File: config.mk
export PLATFORM = sky130hd
export DESIGN_NAME = mp_cmd_queue
export DESIGN_NICKNAME = d
export VERILOG_FILES = /design/src/rtl/mp_cmd_queue.sv
export SDC_FILE = /design/constraint.sdc
export NUM_CORES = 1
export LEC_CHECK = 0
export ABC_CLOCK_PERIOD_IN_PS = 5300
export BUFFER_PORTS_ARGS = -buffer_cell sky130_fd_sc_hd__clkbuf_2
export CAP_MARGIN = 20
export CORE_MARGIN = 2
export CORE_UTILIZATION = 40
export CTS_CLUSTER_SIZE = 8
export DETAILED_ROUTE_END_ITERATION = 12
export PLACE_DENSITY = 0.71
export SLEW_MARGIN = 20
export SYNTH_ARGS = -nofsm -noshare
export SYNTH_HDL_FRONTEND = slang
export SYNTH_SLANG_ARGS = --single-unit
File: constraint.sdc
create_clock -name clk -period 5.3 [get_ports clk]
set_input_delay 0.53 -clock clk [delete_from_list [all_inputs] [get_ports clk]]
set_output_delay 0.53 -clock clk [all_outputs]
set_load 0.005 [all_outputs]
File: src/rtl/mp_cmd_queue.sv
// mp_cmd_queue: four independent per-core command FIFOs sitting between the
// message-passing unit (producer) and the per-core thread dispatchers (consumer).
// Optional feature: define MP_CMDQ_REFUSE_CNT_EN to build saturating 16-bit
// per-core counters of offers refused because the queue was full.

module mp_cmdq_lane #(
    parameter int DEPTH = 4
) (
    input  logic        clk,
    input  logic        rstn,
    input  logic        access_i,
    input  logic [13:0] pc_i,
    input  logic [31:0] data_i,
    input  logic        ready_i,
    output logic        ack_o,
    output logic        valid_o,
    output logic [13:0] pc_o,
    output logic [31:0] data_o,
    output logic [4:0]  level_o,
    output logic [15:0] refused_o
);
    localparam int         AW       = (DEPTH > 1) ? $clog2(DEPTH) : 1;
    localparam logic [4:0] FULL_LVL = 5'(DEPTH);

    logic [AW-1:0] rd_q, rd_d, wr_q, wr_d;
    logic [4:0]    cnt_q, cnt_d;
    logic          ack_q;
    logic [13:0]   pc_mem_q   [DEPTH];
    logic [31:0]   data_mem_q [DEPTH];
    logic          full, push, pop;

    // Full uses the registered count, so a same-cycle pop never frees a slot
    assign full    = (cnt_q == FULL_LVL);
    assign push    = access_i & ~full;
    assign pop     = (cnt_q != 5'd0) & ready_i;

    // Pointer and occupancy next-state; power-of-2 depth makes pointer wrap free
    always_comb begin
        rd_d  = rd_q;
        wr_d  = wr_q;
        cnt_d = cnt_q + 5'(push) - 5'(pop);
        if (pop)  rd_d = rd_q + AW'(1);
        if (push) wr_d = wr_q + AW'(1);
    end

    // Pointer, count and ack registers
    always_ff @(posedge clk or negedge rstn) begin
        if (!rstn) begin
            rd_q  <= '0;
            wr_q  <= '0;
            cnt_q <= '0;
            ack_q <= 1'b0;
        end else begin
            rd_q  <= rd_d;
            wr_q  <= wr_d;
            cnt_q <= cnt_d;
            ack_q <= push;
        end
    end

    // Entry storage, cleared on reset so stale commands never reappear
    always_ff @(posedge clk or negedge rstn) begin
        if (!rstn) begin
            for (int i = 0; i < DEPTH; i++) begin
                pc_mem_q[i]   <= '0;
                data_mem_q[i] <= '0;
            end
        end else if (push) begin
            pc_mem_q[wr_q]   <= pc_i;
            data_mem_q[wr_q] <= data_i;
        end
    end

    assign ack_o   = ack_q;
    assign valid_o = (cnt_q != 5'd0);
    assign pc_o    = valid_o ? pc_mem_q[rd_q]   : '0;
    assign data_o  = valid_o ? data_mem_q[rd_q] : '0;
    assign level_o = cnt_q;

`ifdef MP_CMDQ_REFUSE_CNT_EN
    logic [15:0] ref_q;

    // Count each cycle an offer is turned away by a full queue, saturating
    always_ff @(posedge clk or negedge rstn) begin
        if (!rstn)
            ref_q <= '0;
        else if (access_i && full && (ref_q != 16'hFFFF))
            ref_q <= ref_q + 16'd1;
    end

    assign refused_o = ref_q;
`else
    assign refused_o = '0;
`endif

endmodule

module mp_cmd_queue #(
    parameter int MP_CMDQ_DEPTH = 4
) (
    input  logic         clk,
    input  logic         rstn,
    input  logic [3:0]   mp_access,
    input  logic [55:0]  mp_command_pc_in,
    input  logic [127:0] mp_command_data_in,
    output logic [3:0]   mp_access_ack,
    output logic [3:0]   cmd_valid,
    output logic [55:0]  cmd_pc_out,
    output logic [127:0] cmd_data_out,
    input  logic [3:0]   cmd_ready,
    output logic [19:0]  cmd_level,
    output logic [63:0]  mp_cmd_refused_cnt
);
    localparam int NUM_LANES = 4;

    logic [NUM_LANES-1:0][13:0] pc_in_w, pc_out_w;
    logic [NUM_LANES-1:0][31:0] data_in_w, data_out_w;
    logic [NUM_LANES-1:0][4:0]  level_w;
    logic [NUM_LANES-1:0][15:0] refused_w;

    assign pc_in_w            = mp_command_pc_in;
    assign data_in_w          = mp_command_data_in;
    assign cmd_pc_out         = pc_out_w;
    assign cmd_data_out       = data_out_w;
    assign cmd_level          = level_w;
    assign mp_cmd_refused_cnt = refused_w;

    // One fully independent queue per core
    for (genvar k = 0; k < NUM_LANES; k++) begin : g_lane
        mp_cmdq_lane #(.DEPTH(MP_CMDQ_DEPTH)) u_lane (
            .clk       (clk),
            .rstn      (rstn),
            .access_i  (mp_access[k]),
            .pc_i      (pc_in_w[k]),
            .data_i    (data_in_w[k]),
            .ready_i   (cmd_ready[k]),
            .ack_o     (mp_access_ack[k]),
            .valid_o   (cmd_valid[k]),
            .pc_o      (pc_out_w[k]),
            .data_o    (data_out_w[k]),
            .level_o   (level_w[k]),
            .refused_o (refused_w[k])
        );
    end

endmodule

==> results of run 1 <==
## cell type report
cell class                      instances  area, um^2  share of cell area, %
Sequential cell                       776       19440                  45.35
Multi-Input combinational cell       1310       16390                  38.24
Clock buffer                          114        2725                  6.357
Timing Repair Buffer                  445        2462                  5.744
Tap cell                             1254        1569                  3.660
Inverter                               40       150.1                 0.3503
Clock inverter                          8       121.4                 0.2831
Antenna cell                            3       7.507                0.01751
## state kept, by name (all words and copies together), names as in the netlist
register,count
g_lane.u_lane.ack_o,4
g_lane.u_lane.data_mem_q,512
g_lane.u_lane.level_o,20
g_lane.u_lane.pc_mem_q,224
g_lane.u_lane.rd_q,8
g_lane.u_lane.wr_q,8
## power by group
part	switching, uW	internal (uW)
registers	1940	9030
logic	4740	8090
clock network	2490	3580
total	9170	20700
## stage by stage
step                cells  util, %
floorplan            2330        -
global route         3949    46.07
CTS                  3943    45.95
finish               3950    46.07
detailed placement   3820    42.88
global placement     3820    42.88
## worst min-delay path by stage
stage | startpoint | cells past startpoint | slack (ns) | to
finish | mp_command_data_in[3] | 2 | 0.12 | g_lane[0].u_lane.data_mem_q[99]$_DFFE_PN0P_
global route | mp_command_data_in[115] | 2 | 0.09 | g_lane[3].u_lane.data_mem_q[83]$_DFFE_PN0P_
CTS | mp_command_data_in[3] | 2 | 0.05 | g_lane[0].u_lane.data_mem_q[99]$_DFFE_PN0P_
detailed placement | g_lane[0].u_lane.data_mem_q[98]$_DFFE_PN0P_ | 1 | 0.49 | g_lane[0].u_lane.data_mem_q[98]$_DFFE_PN0P_
global placement | g_lane[3].u_lane.data_mem_q[34]$_DFFE_PN0P_ | 1 | 0.48 | g_lane[3].u_lane.data_mem_q[34]$_DFFE_PN0P_
floorplan | rstn | 0 | 0.23 | g_lane[0].u_lane.ack_o$_DFF_PN0_
## cells by family (layout without fill, tap and decap cells)
kind of cell	after synthesis	count (layout)	synth area share, %
other cells	1	67	0.01002
simple gates	235	235	3.914
flops	776	776	51.87
buf+inv	244	607	5.214
xor+xnor	28	28	0.6551
compound gates	15	15	0.2473
mux	924	924	36.54
fa+ha+maj	44	44	1.551
## repair_timing
item                                   CTS  global route
setup endpoints to repair                0             0
hold buffers                             1             0
buffers inserted                         0             0
endpoints found under the hold margin   87             0
## per-layer routing
layer  track usage, %  share of wire, %  up-vias
li1                 -                 -     8800
met1            22.11                43    10607
met2            27.19                49      398
met3            4.257               5.4      120
met4            5.292               2.1       12
met5                0              0.12        -
## Yosys cell counts (all sizes together)
cell,n
a21o,4
a21oi,8
and3,8
buf,171
clkbuf,33
conb,1
dfrtp,776
fa,4
ha,40
inv,40
mux2,740
mux4,184
nand2,14
nand2b,1
nor2,13
nor2b,191
nor4b,6
o21bai,3
or4b,2
xnor2,9
xor2,19
==> reports/metrics.yaml, run 1 <==
setup_path:
  worst_setup_path_end_kind: "primary output"
  crit_family: "flip-flops"
  crit_chain: "buf_4 -> mux4_2 -> nor2b_1 -> clkbuf_2"
  critical-path-max-stage-delay_ns: 0.95
  r2r-end: "g_lane[0].u_lane.level_o[4]$_DFF_PN0_"
  r2r_slack_ns: 2.22
  critPathBufInv: 2
  cp_max_fo: 31
  arrival_ns: 2.72
  cp-start-kind: "register"
  reg2reg_from: "g_lane[0].u_lane.level_o[2]$_DFF_PN0_"
  reg2reg_depth: 12
  crit_path_end: "cmd_data_out[61]"
  slowest_stage: "dfrtp_2"
  cp.depth: 4
  critPathKind: "reg -> out"
  worst_ep_required_time_ns: 4.77
  startpoint: "g_lane[1].u_lane.rd_q[1]$_DFFE_PN0P_"
layout:
  final_cell_mix: "768 x dfrtp_1, 420 x mux2_2, 404 x clkbuf_2"
  fin_area_um2: 42870
  num-fill-cells: 8153
  final_nets: 2918
  synthToLayoutAreaGrowth_pct: 14.51
  drive_gt1_share_pct: 56.29
  mostFrequentLayoutCell: "dfrtp_1"
routing:
  drc: 0
  drtIter0Drc: 990
  wl_per_cell_um: 20.31
  wl_um: 80230
  firstDrtPassIters: 4
  ant_nets: 0
  via_count: 19937
  viasPerCell: 5.047
logic_synthesis:
  synth.top_cells.by_area: "dfrtp_1 52%, mux2_4 13%, mux2_2 13%"
  ys_ff_latch: 776
  synth_top_cell_by_area: "dfrtp_1"
  ys_seq_area_share_pct: 51.87
  synth_warnings: 0
  ys_types: 28
  avgSynthCellArea_um2: 16.51
  netlist_instances: 2267
  synth_top_cell_area_share_pct: 51.87
  syn_area_um2: 37440
global_route:
  grt_pass1_wl_um: 126900
  antenna_found_initial: 9
  grt_pass1_vias: 22062
  overflow: 0
  grt_usage_pct: 16.77
  grt_max_degree: 134
cts:
  numCtsBuffers: 107
  clk_latency_ns: 0.68
  root_buffer: "clkbuf_16"
  h-tree-depth: 3
  cts.sinks: 776
  clk_pin_slew_worst_paths_ns: 0.05
  cts_tree: "built"
  clock_path_buffers: 3
  cts_resized: 0
status:
  status: "finished, final reports clean"
die:
  core_area_um2: 93050
  die_w_um: 309.9
  io_pins: 470
  num_rows: 112
  die-area_um2: 96050
  die_h_um: 309.9
  start_util_pct: 40.23
timing:
  layout_setup_ws_ns: 2.049
  tightest_slew_ns: 1.087
  relSlewSlack_pct: 27.53
  fin_tns_setup_ns: 0
  slew_viol_final: 0
  final.setup_skew_ns: 0.02360
  fin_crit_sh_pct: 61.35
  timing.hold.ws_ns: 0.1243
  rsz0062_at_grt: "false"
  period_needed_ns: 3.251
  setup_viol: 0
  fmax_mhz: 307.6
  hold_violations: 0
power:
  power_uw: 29870
  vdd_drop_max_uv: 437.7
  p_leak_uw: 0.01907
  power_density_nw_per_um2: 696.9
run:
  cap_viol_max_count: 0
placed_design:
  gp_congestion: 0.7551
  placed_area_um2: 39900
  numPortBuffers: 405
  place_ws_ns: 2.229
  dpl.hpwl_um: 48920
min_path:
  hold_path_class: "in -> reg"
Note: power is estimated with default switching activity, not from simulation.
==> inputs of run 2 (changes only) <==
Settings changed: ABC_CLOCK_PERIOD_IN_PS 5300 to 2700, PLACE_DENSITY 0.71 to 0.73.
Clock period 5.3 ns to 2.7 ns, I/O delays scaled along.
==> reports/metrics.yaml, run 2 (same netlist as run 1, synthesis figures left out) <==
layout:
  drive_gt1_share_pct: 53.62  # was 56.29%
  synthToLayoutAreaGrowth_pct: 22.08  # was 14.51%
  fin_area_um2: 45700  # was 42,870 um^2
  mostFrequentLayoutCell: "dfrtp_1"  # unchanged
  final_cell_mix: "768 x dfrtp_1, 420 x mux2_2, 404 x clkbuf_2"  # unchanged
  fin_cells: 4211  # was 3,950
  multiInputGateArea_um2: 16420  # was 16,390 um^2
  regMostFlops: "g_lane.u_lane.data_mem_q"  # unchanged
  num-fill-cells: 7759  # was 8,153
  final_nets: 3171  # was 2,918
  largest_reg_flops: 512  # unchanged
  seqCellArea_um2: 19440  # unchanged
cts:
  clk_latency_ns: 0.67  # was 0.68 ns
  clk_pin_slew_worst_paths_ns: 0.05  # about the same
  clock_path_buffers: 3  # unchanged
  numCtsBuffers: 108  # was 107
  root_buffer: "clkbuf_16"  # unchanged
  cts_tree: "built"  # unchanged
  h-tree-depth: 3  # unchanged
  cts.sinks: 776  # unchanged
die:
  die-area_um2: 96050  # unchanged
  die_w_um: 309.9  # unchanged
  die_h_um: 309.9  # unchanged
  io_pins: 470  # unchanged
  start_util_pct: 40.23  # unchanged
  num_rows: 112  # unchanged
  core_area_um2: 93050  # unchanged
global_route:
  overflow: 0  # unchanged
  grt_pass1_vias: 23146  # was 22,062
  grt_max_degree: 80  # was 134
  grt_pass1_wl_um: 129000  # was 126,900 um
  grt_usage_pct: 16.90  # was 16.77%
  antenna_found_initial: 7  # was 9
routing:
  via_count: 20989  # was 19,937
  drc: 0  # unchanged
  drtIter0Drc: 1068  # was 990
  firstDrtPassIters: 6  # was 4
  viasPerCell: 4.984  # was 5.047
  ant_nets: 0  # unchanged
  wl_um: 81400  # was 80,230 um
  wl_per_cell_um: 19.33  # was 20.31 um
setup_path:
  cp_max_fo: 5  # was 31
  critical-path-max-stage-delay_ns: 0.50  # was 0.95 ns
  r2r_slack_ns: 0.16  # was 2.22 ns
  reg2reg_from: "g_lane[0].u_lane.level_o[3]$_DFF_PN0_"  # was g_lane[0].u_lane.level_o[2]$_DFF_PN0_
  worst_ep_required_time_ns: 3.26  # was 4.77 ns
  startpoint: "g_lane[0].u_lane.level_o[3]$_DFF_PN0_"  # was g_lane[1].u_lane.rd_q[1]$_DFFE_PN0P_
  worst_setup_path_end_kind: "register"  # was primary output
  cp-start-kind: "register"  # unchanged
  slowest_stage: "or4b_4"  # was dfrtp_2
  critPathKind: "reg -> reg"  # was reg -> out
  critPathBufInv: 2  # unchanged
  crit_family: "adder cells"  # was flip-flops
  crit_chain: "inv_1 -> ha_1 -> or4b_4 -> nand2_1 -> inv_1 -> ha_1 -> fa_1 -> a21oi_1 -> o21bai_1 -> xnor2_1"  # was buf_4 -> mux4_2 -> nor2b_1 -> clkbuf_2
  arrival_ns: 3.10  # was 2.72 ns
timing:
  fin_tns_setup_ns: 0  # unchanged
  hold_violations: 0  # unchanged
  rsz0062_at_grt: "true"  # was false
  final.setup_skew_ns: 0.01882  # was 0.02360 ns
  period_needed_ns: 2.539
  fmax_mhz: 393.8
  fin_crit_sh_pct: 94.04
  slew_viol_final: 0  # unchanged
  setup_viol: 0  # unchanged
  tightest_slew_ns: 0.7255  # was 1.087 ns
  relSlewSlack_pct: 51.64  # was 27.53%
  timing.hold.ws_ns: 0.09819  # was 0.1243 ns
power:
  vdd_drop_max_uv: 771.7  # was 437.7 uV
  p_leak_uw: 0.02035  # was 0.01907 uW
  power_uw: 59910  # was 29,870 uW
  power_density_nw_per_um2: 1311  # was 696.9 nW/um^2
placed_design:
  dpl.hpwl_um: 50520  # was 48,920 um
  numPortBuffers: 405  # unchanged
  placed_cells: 3874  # was 3,820
  gp_congestion: 0.7481  # was 0.7551
  placed_area_um2: 40590  # was 39,900 um^2
run:
  cap_viol_max_count: 0  # unchanged
status:
  status: "finished, final reports clean"  # unchanged
min_path:
  hold_path_class: "in -> reg"  # unchanged
  min_from: "mp_access[3]"  # was mp_command_data_in[3]
run 2: cell types whose count changed in the layout (fill, tap and decap cells not counted), moves of 4 or more:
cell / delta
dlygate4sd3_1: +190
buf_4: +35
buf_12: +28
nor4b_2: -5
nor4b_4: +5
and3_2: +4
and3_4: -4
clkbuf_8: +4
run 2: worst paths after layout:
path	to	cells after the start
min in group asynchronous	g_lane[0].u_lane.pc_mem_q[5]$_DFFE_PN0P_	2
min	g_lane[3].u_lane.ack_o$_DFF_PN0_	3
max reg2reg	g_lane[0].u_lane.level_o[4]$_DFF_PN0_	10
max	g_lane[0].u_lane.level_o[4]$_DFF_PN0_	10
min reg2reg	g_lane[2].u_lane.data_mem_q[37]$_DFFE_PN0P_	1
max in group asynchronous	g_lane[1].u_lane.data_mem_q[33]$_DFFE_PN0P_	4
run 2: timing repair:
action,CTS,global route
gates resized for setup,10,7
pin swaps,0,0
cloned,0,0
buffers inserted,6,6
hold buffers,191,0
hold endpoints to repair,800,0
setup endpoints to repair,188,22
run 2: worst min-delay path, stage by stage:
cell and delay [ns]:
clkbuf_2 0.13, nor2b_1 0.16, buf_4 0.15
run 2: where the power goes:
| group | internal (uW) | switching (uW) |
|---|---|---|
| Sequential | 17700 | 3450 |
| Combinational | 16600 | 9900 |
| Clock | 7350 | 4870 |
run 2: per-stage QoR:
stage	setup slack [ns]	utilization, %
after CTS	0.01720	49.00
after global routing	0.0002613	49.11
after global placement	0.1498	43.62
final	0.1609	49.11
after floorplan	0.1498	-
after detailed placement	0.05765	43.62
run 2: area by class of cell:
cell class	count	share of cell area [%]
flip-flops and latches	776	42.54
clock inverters	5	0.2300
inverters	40	0.3285
clock buffers	124	6.272
repair buffers	697	11.24
diodes	5	0.02738
well taps	1254	3.433
multi-input cells	1310	35.94
run 2: metal layers:
layer / wire length, um / part of all wire, % / track usage [%]
met4: 2097 / 2.6 / 6.100
met2: 40880 / 50 / 28.08
met1: 34780 / 43 / 21.84
met3: 3637 / 4.5 / 3.583
met5: 13 / 0.016 / 0
==> inputs of run 3 (changes only) <==
Settings changed: ABC_CLOCK_PERIOD_IN_PS 2700 to 2029.
Clock period 2.7 ns to 2.03 ns, I/O delays scaled along.
==> reports/metrics.yaml, run 3 (same netlist as run 1, synthesis figures left out) <==
status:
  status: "finished with violations"  # was finished, final reports clean
  violations: "negative setup slack"
timing:
  timing.hold.ws_ns: 0.07688  # was 0.09819 ns
  period_needed_ns: 2.469
  layout_setup_ws_ns: -0.4388  # was 0.1609 ns
  slew_viol_final: 0  # unchanged
  relSlewSlack_pct: 59.04  # was 51.64%
  final.setup_skew_ns: 0.02406  # was 0.01882 ns
  hold_violations: 0  # unchanged
  tightest_slew_ns: 0.6144  # was 0.7255 ns
  setup_viol: 568  # was 0
  fin_crit_sh_pct: 121.6
  fmax_mhz: 405.1
  rsz0062_at_grt: "true"  # unchanged
setup_path:
  r2r_slack_ns: -0.38  # was 0.16 ns
  worst_ep_required_time_ns: 1.83  # was 3.26 ns
  worst_setup_path_end_kind: "primary output"  # was register
  reg2reg_depth: 12  # was 10
  cp_max_fo: 6  # was 5
  cp-start-kind: "register"  # unchanged
  critPathKind: "reg -> out"  # was reg -> reg
  reg2reg_from: "g_lane[1].u_lane.level_o[3]$_DFF_PN0_"  # was g_lane[0].u_lane.level_o[3]$_DFF_PN0_
  arrival_ns: 2.27  # was 3.10 ns
  r2r-end: "g_lane[1].u_lane.level_o[4]$_DFF_PN0_"  # was g_lane[0].u_lane.level_o[4]$_DFF_PN0_
die:
  io_pins: 470  # unchanged
  die_w_um: 309.9  # unchanged
  die_h_um: 309.9  # unchanged
  start_util_pct: 40.23  # unchanged
  core_area_um2: 93050  # unchanged
  num_rows: 112  # unchanged
  die-area_um2: 96050  # unchanged
layout:
  seqCellArea_um2: 19440  # unchanged
  largest_reg_flops: 512  # unchanged
  synthToLayoutAreaGrowth_pct: 35.53  # was 22.08%
  final_cell_mix: "768 x dfrtp_1, 415 x mux2_2, 370 x clkbuf_2"  # was 768 x dfrtp_1, 420 x mux2_2, 404 x clkbuf_2
  final_nets: 3381  # was 3,171
  fin_cells: 4418  # was 4,211
  num-fill-cells: 7096  # was 7,759
  multiInputGateArea_um2: 17520  # was 16,420 um^2
  drive_gt1_share_pct: 61.53  # was 53.62%
  mostFrequentLayoutCell: "dfrtp_1"  # unchanged
  regMostFlops: "g_lane.u_lane.data_mem_q"  # unchanged
run:
  cap_viol_max_count: 0  # unchanged
routing:
  wl_per_cell_um: 22.46  # was 19.33 um
  viasPerCell: 5.123  # was 4.984
  drc: 0  # unchanged
  drtIter0Drc: 1298  # was 1,068
  ant_nets: 0  # unchanged
  firstDrtPassIters: 5  # was 6
  via_count: 22634  # was 20,989
  wl_um: 99220  # was 81,400 um
cts:
  clock_path_buffers: 3  # unchanged
  h-tree-depth: 3  # unchanged
  root_buffer: "clkbuf_16"  # unchanged
  cts.sinks: 776  # unchanged
  clk_pin_slew_worst_paths_ns: 0.05  # about the same
  cts_tree: "built"  # unchanged
  numCtsBuffers: 108  # unchanged
  clk_latency_ns: 0.68  # was 0.67 ns
global_route:
  grt_pass1_vias: 24815  # was 23,146
  met1_usage_pct: 25.10  # was 21.84%
  antenna_found_initial: 2  # was 7
  grt_usage_pct: 19.61  # was 16.90%
  grt_util_met3_pct: 3.835  # was 3.583%
  overflow: 0  # unchanged
  met2_usage_pct: 32.79  # was 28.08%
  grt_pass1_wl_um: 146000  # was 129,000 um
  busiest_layer: "met2"  # unchanged
  grt_max_degree: 111  # was 80
power:
  power_uw: 90520  # was 59,910 uW
  power_density_nw_per_um2: 1784  # was 1311 nW/um^2
  vdd_drop_max_uv: 1118  # was 771.7 uV
  p_leak_uw: 0.02266  # was 0.02035 uW
min_path:
  min_from: "mp_access[2]"  # was mp_access[3]
  hold_end: "g_lane[2].u_lane.ack_o$_DFF_PN0_"  # was g_lane[3].u_lane.ack_o$_DFF_PN0_
  min_path_cells: 3  # unchanged
  hold_path_class: "in -> reg"  # unchanged
placed_design:
  dpl.hpwl_um: 52040  # was 50,520 um
  gp_congestion: 0.7502  # was 0.7481
  numPortBuffers: 405  # unchanged
  placed_cells: 3935  # was 3,874
[run 3: cell count changes in the layout (fill, tap and decap cells not counted), sizes merged]
cell	delta
buf	+225
clkbuf	-25
clkinv	+5
clkinvlp	+1
diode	-2
dlygate4sd3	+3
[run 3: layout make-up]
class                   instances  share of cell area [%]
multi-input cells            1310                   34.53
inverters                      40                  0.3107
well taps                    1254                   3.092
flip-flops and latches        776                   38.31
diodes                          3                 0.01480
repair buffers                907                   17.98
clock buffers                 117                   5.413
clock inverters                11                  0.3477
[run 3: worst max-delay path by stage]
stage,from,to,slack (ns),cells after the start
final,g_lane[0].u_lane.rd_q[0]$_DFFE_PN0P_,cmd_data_out[0],-0.44,5
after detailed placement,g_lane[2].u_lane.level_o[2]$_DFF_PN0_,g_lane[2].u_lane.level_o[4]$_DFF_PN0_,-0.22,12
after global placement,g_lane[2].u_lane.level_o[2]$_DFF_PN0_,g_lane[2].u_lane.level_o[4]$_DFF_PN0_,-0.19,12
after CTS,g_lane[0].u_lane.rd_q[0]$_DFFE_PN0P_,cmd_data_out[17],-0.48,4
after global routing,g_lane[0].u_lane.rd_q[0]$_DFFE_PN0P_,cmd_data_out[17],-0.52,4
after floorplan,g_lane[2].u_lane.level_o[3]$_DFF_PN0_,g_lane[2].u_lane.level_o[4]$_DFF_PN0_,-0.21,12
[run 3: repair_timing]
item,CTS,global route
setup buffers,65,47
setup endpoints to repair,568,940
resized for setup,234,247
gates cloned,58,17
pin swaps,15,30
endpoints found under the hold margin,1426,0
hold buffers,194,0
[run 3: stage by stage]
step,area [um^2],worst slack (ns),util (%),setup TNS (ns)
2_1_floorplan,37800,-0.2133,-,-0.8337
3_3_place_gp,41530,-0.1911,44.63,-18.52
3_5_place_dp,41530,-0.2240,44.63,-28.76
4_1_cts,49540,-0.4775,53.24,-147.88
5_1_grt,50740,-0.5229,54.53,-157.18
6_report,50740,-0.4388,54.53,-119.77
[run 3: where the power goes]
part,internal (uW),switching [uW],leakage [uW],total [uW]
Clock,9460,6710,0.00142,16200
Combinational,29500,16600,0.0121,46000
Sequential,23600,4730,0.00917,28300
Total,62500,28000,0.0227,90500
[run 3: layer usage]
layer | part of all wire [%] | vias up
li1 | - | 9774
met1 | 41 | 12048
met2 | 51 | 623
met3 | 5.1 | 189
met4 | 3.4 | 0
met5 | 0 | -
[run 3: worst max-delay path, stage by stage (launching register included)]
cell,delay [ns]
dfrtp_4,0.49
buf_12,0.15
buf_16,0.14
mux4_2,0.52
nor2b_1,0.17
clkbuf_2,0.11
